[src/rtl/crc_ctrl_pkg.sv]
// Shared types and default geometry for the CRC frame sequencer.
package crc_ctrl_pkg;

    localparam int unsigned DEF_DATA_W  = 8;
    localparam int unsigned DEF_CRC_W   = 8;
    localparam int unsigned DEF_LEN_W   = 4;
    localparam int unsigned DEF_TIMEOUT = 16;

    typedef enum logic [2:0] {
        StIdle,
        StClear,
        StLoad,
        StShift,
        StWaitV,
        StCapture,
        StAbort
    } ctrl_state_e;

endpackage

[src/rtl/crc_byte_serializer.sv]
// Byte prefetch register plus LSB-first shift register feeding the serial CRC engine.
module crc_byte_serializer
    import crc_ctrl_pkg::*;
#(
    parameter int unsigned DATA_W = DEF_DATA_W,
    parameter int unsigned LEN_W  = DEF_LEN_W
) (
    input  logic              clk,
    input  logic              RST,
    input  logic              frame_start,
    input  logic [LEN_W-1:0]  frame_len,
    input  logic              fill_en,
    input  logic              load_req,
    input  logic              shift_en,
    input  logic [DATA_W-1:0] byte_data,
    input  logic              byte_valid,
    output logic              byte_ready,
    output logic              pf_full,
    output logic              bit_out,
    output logic              last_bit,
    output logic              last_byte,
    output logic              underrun
);

    localparam int unsigned CNT_W = (DATA_W > 1) ? $clog2(DATA_W) : 1;

    logic [LEN_W-1:0]  len_q, len_d;
    logic [LEN_W-1:0]  acc_cnt_q, acc_cnt_d;
    logic [LEN_W-1:0]  ld_cnt_q, ld_cnt_d;
    logic [DATA_W-1:0] pf_q, pf_d;
    logic              pf_full_q, pf_full_d;
    logic [DATA_W-1:0] shift_q, shift_d;
    logic [CNT_W-1:0]  bit_cnt_q, bit_cnt_d;
    logic              ready_q, ready_d;

    logic accept;
    logic more;
    logic boundary;
    logic load;

    assign accept     = ready_q & byte_valid;
    assign more       = ld_cnt_q < len_q;
    assign last_bit   = bit_cnt_q == CNT_W'(DATA_W - 1);
    assign boundary   = shift_en & last_bit;
    assign load       = pf_full_q & (load_req | (boundary & more));
    assign underrun   = boundary & more & ~pf_full_q;
    assign last_byte  = ~more;
    assign pf_full    = pf_full_q;
    assign byte_ready = ready_q;
    // Right shift with zero fill: bit 0 is the current engine bit and drains to 0 after a frame.
    assign bit_out    = shift_q[0];

    always_comb begin
        len_d     = len_q;
        acc_cnt_d = acc_cnt_q;
        ld_cnt_d  = ld_cnt_q;
        pf_d      = pf_q;
        pf_full_d = pf_full_q;
        shift_d   = shift_q;
        bit_cnt_d = bit_cnt_q;
        if (frame_start) begin
            len_d     = frame_len;
            acc_cnt_d = '0;
            ld_cnt_d  = '0;
            pf_full_d = 1'b0;
            shift_d   = '0;
            bit_cnt_d = '0;
        end else begin
            if (load) begin
                shift_d   = pf_q;
                bit_cnt_d = '0;
                ld_cnt_d  = ld_cnt_q + LEN_W'(1);
                pf_full_d = 1'b0;
            end else if (shift_en) begin
                shift_d   = shift_q >> 1;
                bit_cnt_d = last_bit ? '0 : bit_cnt_q + CNT_W'(1);
            end
            if (accept) begin
                pf_d      = byte_data;
                pf_full_d = 1'b1;
                acc_cnt_d = acc_cnt_q + LEN_W'(1);
            end
        end
        // Registered ready is computed from next-state so it is never stale by a cycle.
        ready_d = fill_en & ~pf_full_d & (acc_cnt_d < len_d);
    end

    always_ff @(posedge clk or posedge RST) begin
        if (RST) begin
            len_q     <= '0;
            acc_cnt_q <= '0;
            ld_cnt_q  <= '0;
            pf_q      <= '0;
            pf_full_q <= 1'b0;
            shift_q   <= '0;
            bit_cnt_q <= '0;
            ready_q   <= 1'b0;
        end else begin
            len_q     <= len_d;
            acc_cnt_q <= acc_cnt_d;
            ld_cnt_q  <= ld_cnt_d;
            pf_q      <= pf_d;
            pf_full_q <= pf_full_d;
            shift_q   <= shift_d;
            bit_cnt_q <= bit_cnt_d;
            ready_q   <= ready_d;
        end
    end

endmodule

[src/rtl/crc_frame_ctrl.sv]
// Frame sequencer for the serial CRC engine: clear, serialize bytes with Active held,
// then collect the serial CRC into a parallel result.
module crc_frame_ctrl
    import crc_ctrl_pkg::*;
#(
    parameter int unsigned DATA_W  = DEF_DATA_W,
    parameter int unsigned CRC_W   = DEF_CRC_W,
    parameter int unsigned LEN_W   = DEF_LEN_W,
    parameter int unsigned TIMEOUT = DEF_TIMEOUT
) (
    input  logic              clk,
    input  logic              RST,
    input  logic              start,
    input  logic [LEN_W-1:0]  frame_len,
    input  logic [DATA_W-1:0] byte_data,
    input  logic              byte_valid,
    output logic              byte_ready,
    output logic              eng_data,
    output logic              eng_active,
    output logic              eng_clr,
    input  logic              eng_crc,
    input  logic              eng_valid,
    output logic [CRC_W-1:0]  crc_out,
    output logic              crc_done,
    output logic              busy,
    output logic              err
);

    localparam int unsigned TO_W  = $clog2(TIMEOUT + 1);
    localparam int unsigned CAP_W = (CRC_W > 1) ? $clog2(CRC_W) : 1;

    ctrl_state_e state_q, state_d;

    logic [TO_W-1:0]  to_q, to_d;
    logic [CAP_W-1:0] cap_cnt_q, cap_cnt_d;
    logic [CRC_W-1:0] cap_q, cap_d;
    logic [CRC_W-1:0] crc_out_q, crc_out_d;
    logic             crc_done_q, crc_done_d;
    logic             err_q, err_d;
    logic             eng_active_q, eng_active_d;
    logic             eng_clr_q, eng_clr_d;
    logic             busy_q, busy_d;

    logic             frame_start;
    logic             fill_en;
    logic             load_req;
    logic             shift_en;
    logic             pf_full;
    logic             ser_bit;
    logic             last_bit;
    logic             last_byte;
    logic             underrun;
    logic [CRC_W:0]   cap_ext;
    logic [CRC_W-1:0] cap_shift;

    // New bits enter at the MSB so the first received bit ends up in bit 0.
    assign cap_ext   = {eng_crc, cap_q};
    assign cap_shift = cap_ext[CRC_W:1];

    crc_byte_serializer #(
        .DATA_W (DATA_W),
        .LEN_W  (LEN_W)
    ) u_serializer (
        .clk         (clk),
        .RST         (RST),
        .frame_start (frame_start),
        .frame_len   (frame_len),
        .fill_en     (fill_en),
        .load_req    (load_req),
        .shift_en    (shift_en),
        .byte_data   (byte_data),
        .byte_valid  (byte_valid),
        .byte_ready  (byte_ready),
        .pf_full     (pf_full),
        .bit_out     (ser_bit),
        .last_bit    (last_bit),
        .last_byte   (last_byte),
        .underrun    (underrun)
    );

    always_comb begin
        state_d     = state_q;
        to_d        = to_q;
        cap_cnt_d   = cap_cnt_q;
        cap_d       = cap_q;
        crc_out_d   = crc_out_q;
        crc_done_d  = 1'b0;
        err_d       = 1'b0;
        frame_start = 1'b0;
        load_req    = 1'b0;
        shift_en    = 1'b0;

        unique case (state_q)
            StIdle: begin
                if (start && (frame_len != '0)) begin
                    frame_start = 1'b1;
                    state_d     = StClear;
                end
            end
            StClear: state_d = StLoad;
            StLoad: begin
                load_req = 1'b1;
                if (pf_full) state_d = StShift;
            end
            StShift: begin
                shift_en = 1'b1;
                if (underrun) begin
                    err_d   = 1'b1;
                    state_d = StAbort;
                end else if (last_bit && last_byte) begin
                    to_d      = '0;
                    cap_cnt_d = '0;
                    state_d   = StWaitV;
                end
            end
            StWaitV, StCapture: begin
                if (eng_valid) begin
                    cap_d = cap_shift;
                    to_d  = '0;
                    if (cap_cnt_q == CAP_W'(CRC_W - 1)) begin
                        crc_out_d  = cap_shift;
                        crc_done_d = 1'b1;
                        state_d    = StIdle;
                    end else begin
                        cap_cnt_d = cap_cnt_q + CAP_W'(1);
                        state_d   = StCapture;
                    end
                end else if (to_q == TO_W'(TIMEOUT - 1)) begin
                    err_d   = 1'b1;
                    state_d = StAbort;
                end else begin
                    to_d = to_q + TO_W'(1);
                end
            end
            StAbort: state_d = StIdle;
            default: state_d = StIdle;
        endcase

        eng_active_d = state_d == StShift;
        eng_clr_d    = state_d inside {StClear, StAbort};
        busy_d       = state_d != StIdle;
        fill_en      = state_d inside {StClear, StLoad, StShift};
    end

    always_ff @(posedge clk or posedge RST) begin
        if (RST) begin
            state_q      <= StIdle;
            to_q         <= '0;
            cap_cnt_q    <= '0;
            cap_q        <= '0;
            crc_out_q    <= '0;
            crc_done_q   <= 1'b0;
            err_q        <= 1'b0;
            eng_active_q <= 1'b0;
            eng_clr_q    <= 1'b0;
            busy_q       <= 1'b0;
        end else begin
            state_q      <= state_d;
            to_q         <= to_d;
            cap_cnt_q    <= cap_cnt_d;
            cap_q        <= cap_d;
            crc_out_q    <= crc_out_d;
            crc_done_q   <= crc_done_d;
            err_q        <= err_d;
            eng_active_q <= eng_active_d;
            eng_clr_q    <= eng_clr_d;
            busy_q       <= busy_d;
        end
    end

    assign eng_data   = ser_bit;
    assign eng_active = eng_active_q;
    assign eng_clr    = eng_clr_q;
    assign crc_out    = crc_out_q;
    assign crc_done   = crc_done_q;
    assign busy       = busy_q;
    assign err        = err_q;

endmodule

[config.mk]
export PLATFORM = sky130hd
export DESIGN_NAME = crc_frame_ctrl
export DESIGN_NICKNAME = d
export VERILOG_FILES = /design/src/rtl/crc_ctrl_pkg.sv /design/src/rtl/crc_byte_serializer.sv /design/src/rtl/crc_frame_ctrl.sv
export SDC_FILE = /design/constraint.sdc
export NUM_CORES = 1
export LEC_CHECK = 0
export ABC_AREA = 1
export BUFFER_PORTS_ARGS = -buffer_cell sky130_fd_sc_hd__buf_2
export CAP_MARGIN = 20
export CORE_MARGIN = 4
export CORE_UTILIZATION = 30
export CTS_CLUSTER_DIAMETER = 80
export DETAILED_ROUTE_END_ITERATION = 10
export PLACE_DENSITY = 0.49
export SYNTH_ARGS = -nofsm -noshare
export SYNTH_HDL_FRONTEND = slang
export SYNTH_SLANG_ARGS = --single-unit
export TNS_END_PERCENT = 50
[constraint.sdc]
create_clock -name clk -period 3.5 [get_ports clk]
set_input_delay 0.35 -clock clk [delete_from_list [all_inputs] [get_ports clk]]
set_output_delay 0.35 -clock clk [all_outputs]
set_load 0.01 [all_outputs]
==> run summary <==
### Clocking
• 0 — count of instances resized after the clock tree is built
• 2 — maximum buffer depth of the clock tree
• 9 — TritonCTS buffer count
• sky130_fd_sc_hd__clkbuf_8 — buffer cell driving the clock tree root
• 0 — number of buffers added to fix hold violations after cts
• 0.34 ns — clock network latency to the later pin of the worst-skew pair
• 0 — number of setup buffers added after CTS
• 64 — number of clock sinks seen by CTS
• 0.08 ns — register clock-pin slew on the reported worst setup and hold paths
• 3 — H-tree lvl count
• done — TritonCTS clock tree

### Job
• 0 — count of maximum capacitance violations

### STA
• 0 — count of pins over their slew limit
• 0.8191 ns — worst-margin pin slew
• 0 — number of failing hold endpoints at the final stage
• 0 ns — setup tns final
• 62.14% — post-route clock period utilization
• 45.40% — max-slew headroom at the worst pin
• 2.175 ns — crit path time final
• 459.8 MHz — Achievable Freq
• 0 — Final setup viols
• false — unrepaired setup endpoints after global routing
• 0.01342 ns — Worst Clk Skew

### Final layout
• 0 — final antenna diode count
• 429 — final-stage net count
• 15.27% — layout-stage area growth over the synthesis result
• 19.95% — layout cells sized above 1
• 35.27% — end-of-flow core utilization
• 1058 — layout filler cell count

### Die
• 110.2 um — Die W
• 0.01023 mm^2 — core outline area
• 33 — top-level port count
• 37 — Std-Cell Rows
• 0.01213 mm^2 — die area
• 110.2 um — die outline height
• 30.60% — starting utilization of the core area

### Synth
• 51.16% — fraction of synthesized cell area taken by the top area cell type
• 8.720 um^2 — Avg Cell Area, Syn
• sky130_fd_sc_hd__dfrtp_1 (51%), sky130_fd_sc_hd__nand2_1 (15%), sky130_fd_sc_hd__ha_1 (5.6%), sky130_fd_sc_hd__inv_1 (5.0%), sky130_fd_sc_hd__o21ai_0 (4.3%) — top area cells in the synthesized netlist
• 30 — count of different cell masters after synthesis
• sky130_fd_sc_hd__dfrtp_1 — largest area contributor in the synthesized netlist
• 0.003131 mm^2 — netlist area before placement
• 359 — post-synthesis instance total
• 391 — Net Count, Synth
• 51.16% — sequential area share after synthesis
• 64 — post-synthesis sequential element count
• 0 — number of warnings issued by yosys

### Detailed routing
• 0 — post-detailed-route count of antenna-violating nets
• 11.43 um — routed len/inst
• 4.294 — routed via count divided by cell count
• 0 — DRC violations left
• 4 — detailed-router iteration count before antenna repair
• 68 — DRC violation total after the first TritonRoute iteration
• 6136 um — total length of routed wires
• 2306 — via count of the routed design

### Critical path
• register — crit path launch type
• 2.46 ns — worst endpoint data arrival time
• reg2reg — worst setup path class
• 3.78 ns — Required @ worst endpoint
• 11 — path depth of the worst reg2reg path
• register — capturing element type of the critical path
• 17 — maximum fanout along the worst path

### Global routing
• 0 — antenna violations before repair
• 11.43% — All-Layer GR Usage
• 0 — final global-route overflow total
• 65 — largest net degree at the start of global routing
• 10850 um — first-pass GRT wire length
• 2344 — vias in the first global route

### Power and ir drop
• 24.6% — clock share of power
• 0.2613 mV — worst vdd rail ir drop
• 37.60% — share of total power consumed by net switching
• 33.9% — share of power burned in combinational logic
• 1.882 nW — leakage power of the design
• 0.9461 mW — power spent charging and discharging nets
• 697.3 mW/mm^2 — cell area power density
• 1.570 mW — Internal Power
• 41.5% — sequential group share of total power

### Place
• 4359 um — HPWL after detailed placement
• 32 — count of input and output buffers
• 0.7475 — final estimated routing congestion in global placement

### Run status
• finished clean — run status

### Min path
• in2async — class of the tightest hold or removal check

-- power groups by stage --
stage                     Clock, mW  Sequential (mW)  Combinational (mW)
after floorplan                   0             1.04               0.706
after global placement            0             1.06               0.859
after detailed placement          0             1.06               0.867
after CTS                     0.639             1.05               0.872
after global routing          0.673             1.07               0.995
final                         0.619             1.04               0.853
-- critical path, cell delays in order (launching register included) --
cell                      delay [ns]
sky130_fd_sc_hd__dfrtp_1        0.44
sky130_fd_sc_hd__inv_1          0.08
sky130_fd_sc_hd__nand2_1        0.05
sky130_fd_sc_hd__nor2_2         0.11
sky130_fd_sc_hd__nand3_2        0.31
sky130_fd_sc_hd__o21ai_0        0.36
sky130_fd_sc_hd__ha_1           0.30
sky130_fd_sc_hd__a21oi_1        0.16
sky130_fd_sc_hd__nand3_1        0.09
sky130_fd_sc_hd__nor2_1         0.09
sky130_fd_sc_hd__nand2_1        0.06
sky130_fd_sc_hd__nor2_1         0.08
-- synthesized netlist by cell type --
master	count
sky130_fd_sc_hd__inv_2	2
sky130_fd_sc_hd__nand2_1	122
sky130_fd_sc_hd__nor2_1	19
sky130_fd_sc_hd__dfrtp_1	64
sky130_fd_sc_hd__nand3_4	1
sky130_fd_sc_hd__nand3_1	14
sky130_fd_sc_hd__buf_2	3
sky130_fd_sc_hd__nor2_4	3
sky130_fd_sc_hd__a21oi_1	8
sky130_fd_sc_hd__nor4_1	1
sky130_fd_sc_hd__a21oi_4	1
sky130_fd_sc_hd__xor2_1	1
sky130_fd_sc_hd__nand3b_1	1
sky130_fd_sc_hd__nand3_2	3
sky130_fd_sc_hd__xnor2_1	1
sky130_fd_sc_hd__buf_6	2
sky130_fd_sc_hd__a21oi_2	1
sky130_fd_sc_hd__ha_1	14
sky130_fd_sc_hd__o22ai_1	1
sky130_fd_sc_hd__nand4_1	6
sky130_fd_sc_hd__or2_2	4
sky130_fd_sc_hd__o31ai_2	1
sky130_fd_sc_hd__inv_1	42
sky130_fd_sc_hd__nand2_4	2
sky130_fd_sc_hd__o21ai_0	27
sky130_fd_sc_hd__nor2_2	2
sky130_fd_sc_hd__buf_4	1
sky130_fd_sc_hd__nand2_2	3
sky130_fd_sc_hd__mux2_2	8
sky130_fd_sc_hd__and2_1	1
-- sequential cells by signal, indices dropped and copies added, names as in the netlist, 4 cells and up --
register                count
u_serializer.pf_q           8
u_serializer.len_q          4
u_serializer.shift_q        8
crc_out                     8
to_q                        5
u_serializer.acc_cnt_q      4
cap_q                       7
u_serializer.ld_cnt_q       4
-- layout make-up --
cell class	instances	area, um^2	area share (%)
Multi-Input combinational cell	245	1319	36.55
Clock inverter	6	61.31	1.699
Inverter	44	165.2	4.577
Sequential cell	64	1602	44.38
Tap cell	136	170.2	4.716
Timing Repair Buffer	33	167.7	4.646
Clock buffer	9	123.9	3.433
-- per-stage QoR --
step | hold WS, ns | cell area (um^2) | setup slack, ns | std cells | total power, mW
after floorplan | 0.4422 | 3131 | 1.552 | 359 | 1.749
after global placement | 0.4556 | 3423 | 1.403 | 522 | 1.917
after detailed placement | 0.4635 | 3423 | 1.310 | 522 | 1.930
after CTS | 0.2221 | 3608 | 1.265 | 537 | 2.560
after global routing | 0.2169 | 3608 | 0.9508 | 537 | 2.742
final | 0.2320 | 3608 | 1.325 | 537 | 2.516
-- cell families after synthesis --
group | synth area share, %
compound gates | 6.995
xor+xnor | 0.5597
fa+ha+maj | 5.596
buf+inv | 6.715
flops | 51.16
mux | 2.878
simple gates | 26.10
-- per-layer routing --
metal  part of all wire [%]  track usage (%)  up-vias  routed length [um]
li1                       -                -     1210                   -
met1                     49            14.73     1053                2998
met3                    3.3            2.679       15                 205
met5                      0                0        -                   0
met2                     46            18.33       28                2808
met4                    2.0            5.013        0                 124
-- path summary, 6_finish.rpt --
check	startpoint	to	slack, ns
worst min register to register	u_serializer.bit_cnt_q[1]$_DFFE_PP0P_	u_serializer.bit_cnt_q[1]$_DFFE_PP0P_	0.48
worst min-delay path	RST	u_serializer.pf_q[5]$_DFFE_PP0P_	0.23
min in group clk	byte_data[2]	u_serializer.pf_q[2]$_DFFE_PP0P_	0.24
max in group asynchronous	RST	u_serializer.len_q[3]$_DFF_PP0_	2.72
worst max register to register	state_q[0]$_DFF_PP0_	u_serializer.byte_ready$_DFF_PP0_	1.33
worst max-delay path	state_q[0]$_DFF_PP0_	u_serializer.byte_ready$_DFF_PP0_	1.33
-- placed cells by master (no fill, tap or decap), types with 2 or more instances in the layout --
| cell type | netlist | routed |
|---|---|---|
| sky130_fd_sc_hd__buf_2 | 3 | 32 |
| sky130_fd_sc_hd__or2_2 | 4 | 4 |
| sky130_fd_sc_hd__nand3_2 | 3 | 3 |
| sky130_fd_sc_hd__mux2_2 | 8 | 8 |
| sky130_fd_sc_hd__inv_1 | 42 | 41 |
| sky130_fd_sc_hd__nand2_2 | 3 | 3 |
| sky130_fd_sc_hd__o21ai_0 | 27 | 27 |
| sky130_fd_sc_hd__clkbuf_8 | 0 | 9 |
| sky130_fd_sc_hd__nand2_1 | 122 | 122 |
| sky130_fd_sc_hd__dfrtp_1 | 64 | 64 |
| sky130_fd_sc_hd__clkinv_2 | 0 | 3 |
| sky130_fd_sc_hd__nand4_1 | 6 | 6 |
| sky130_fd_sc_hd__ha_1 | 14 | 14 |
| sky130_fd_sc_hd__nor2_2 | 2 | 2 |
| sky130_fd_sc_hd__nor2_1 | 19 | 19 |
| sky130_fd_sc_hd__nor2_4 | 3 | 3 |
| sky130_fd_sc_hd__inv_2 | 2 | 3 |
| sky130_fd_sc_hd__nand2_4 | 2 | 2 |
| sky130_fd_sc_hd__nand3_1 | 14 | 14 |
| sky130_fd_sc_hd__a21oi_1 | 8 | 8 |
No activity file was read; power rests on OpenSTA's default activity.
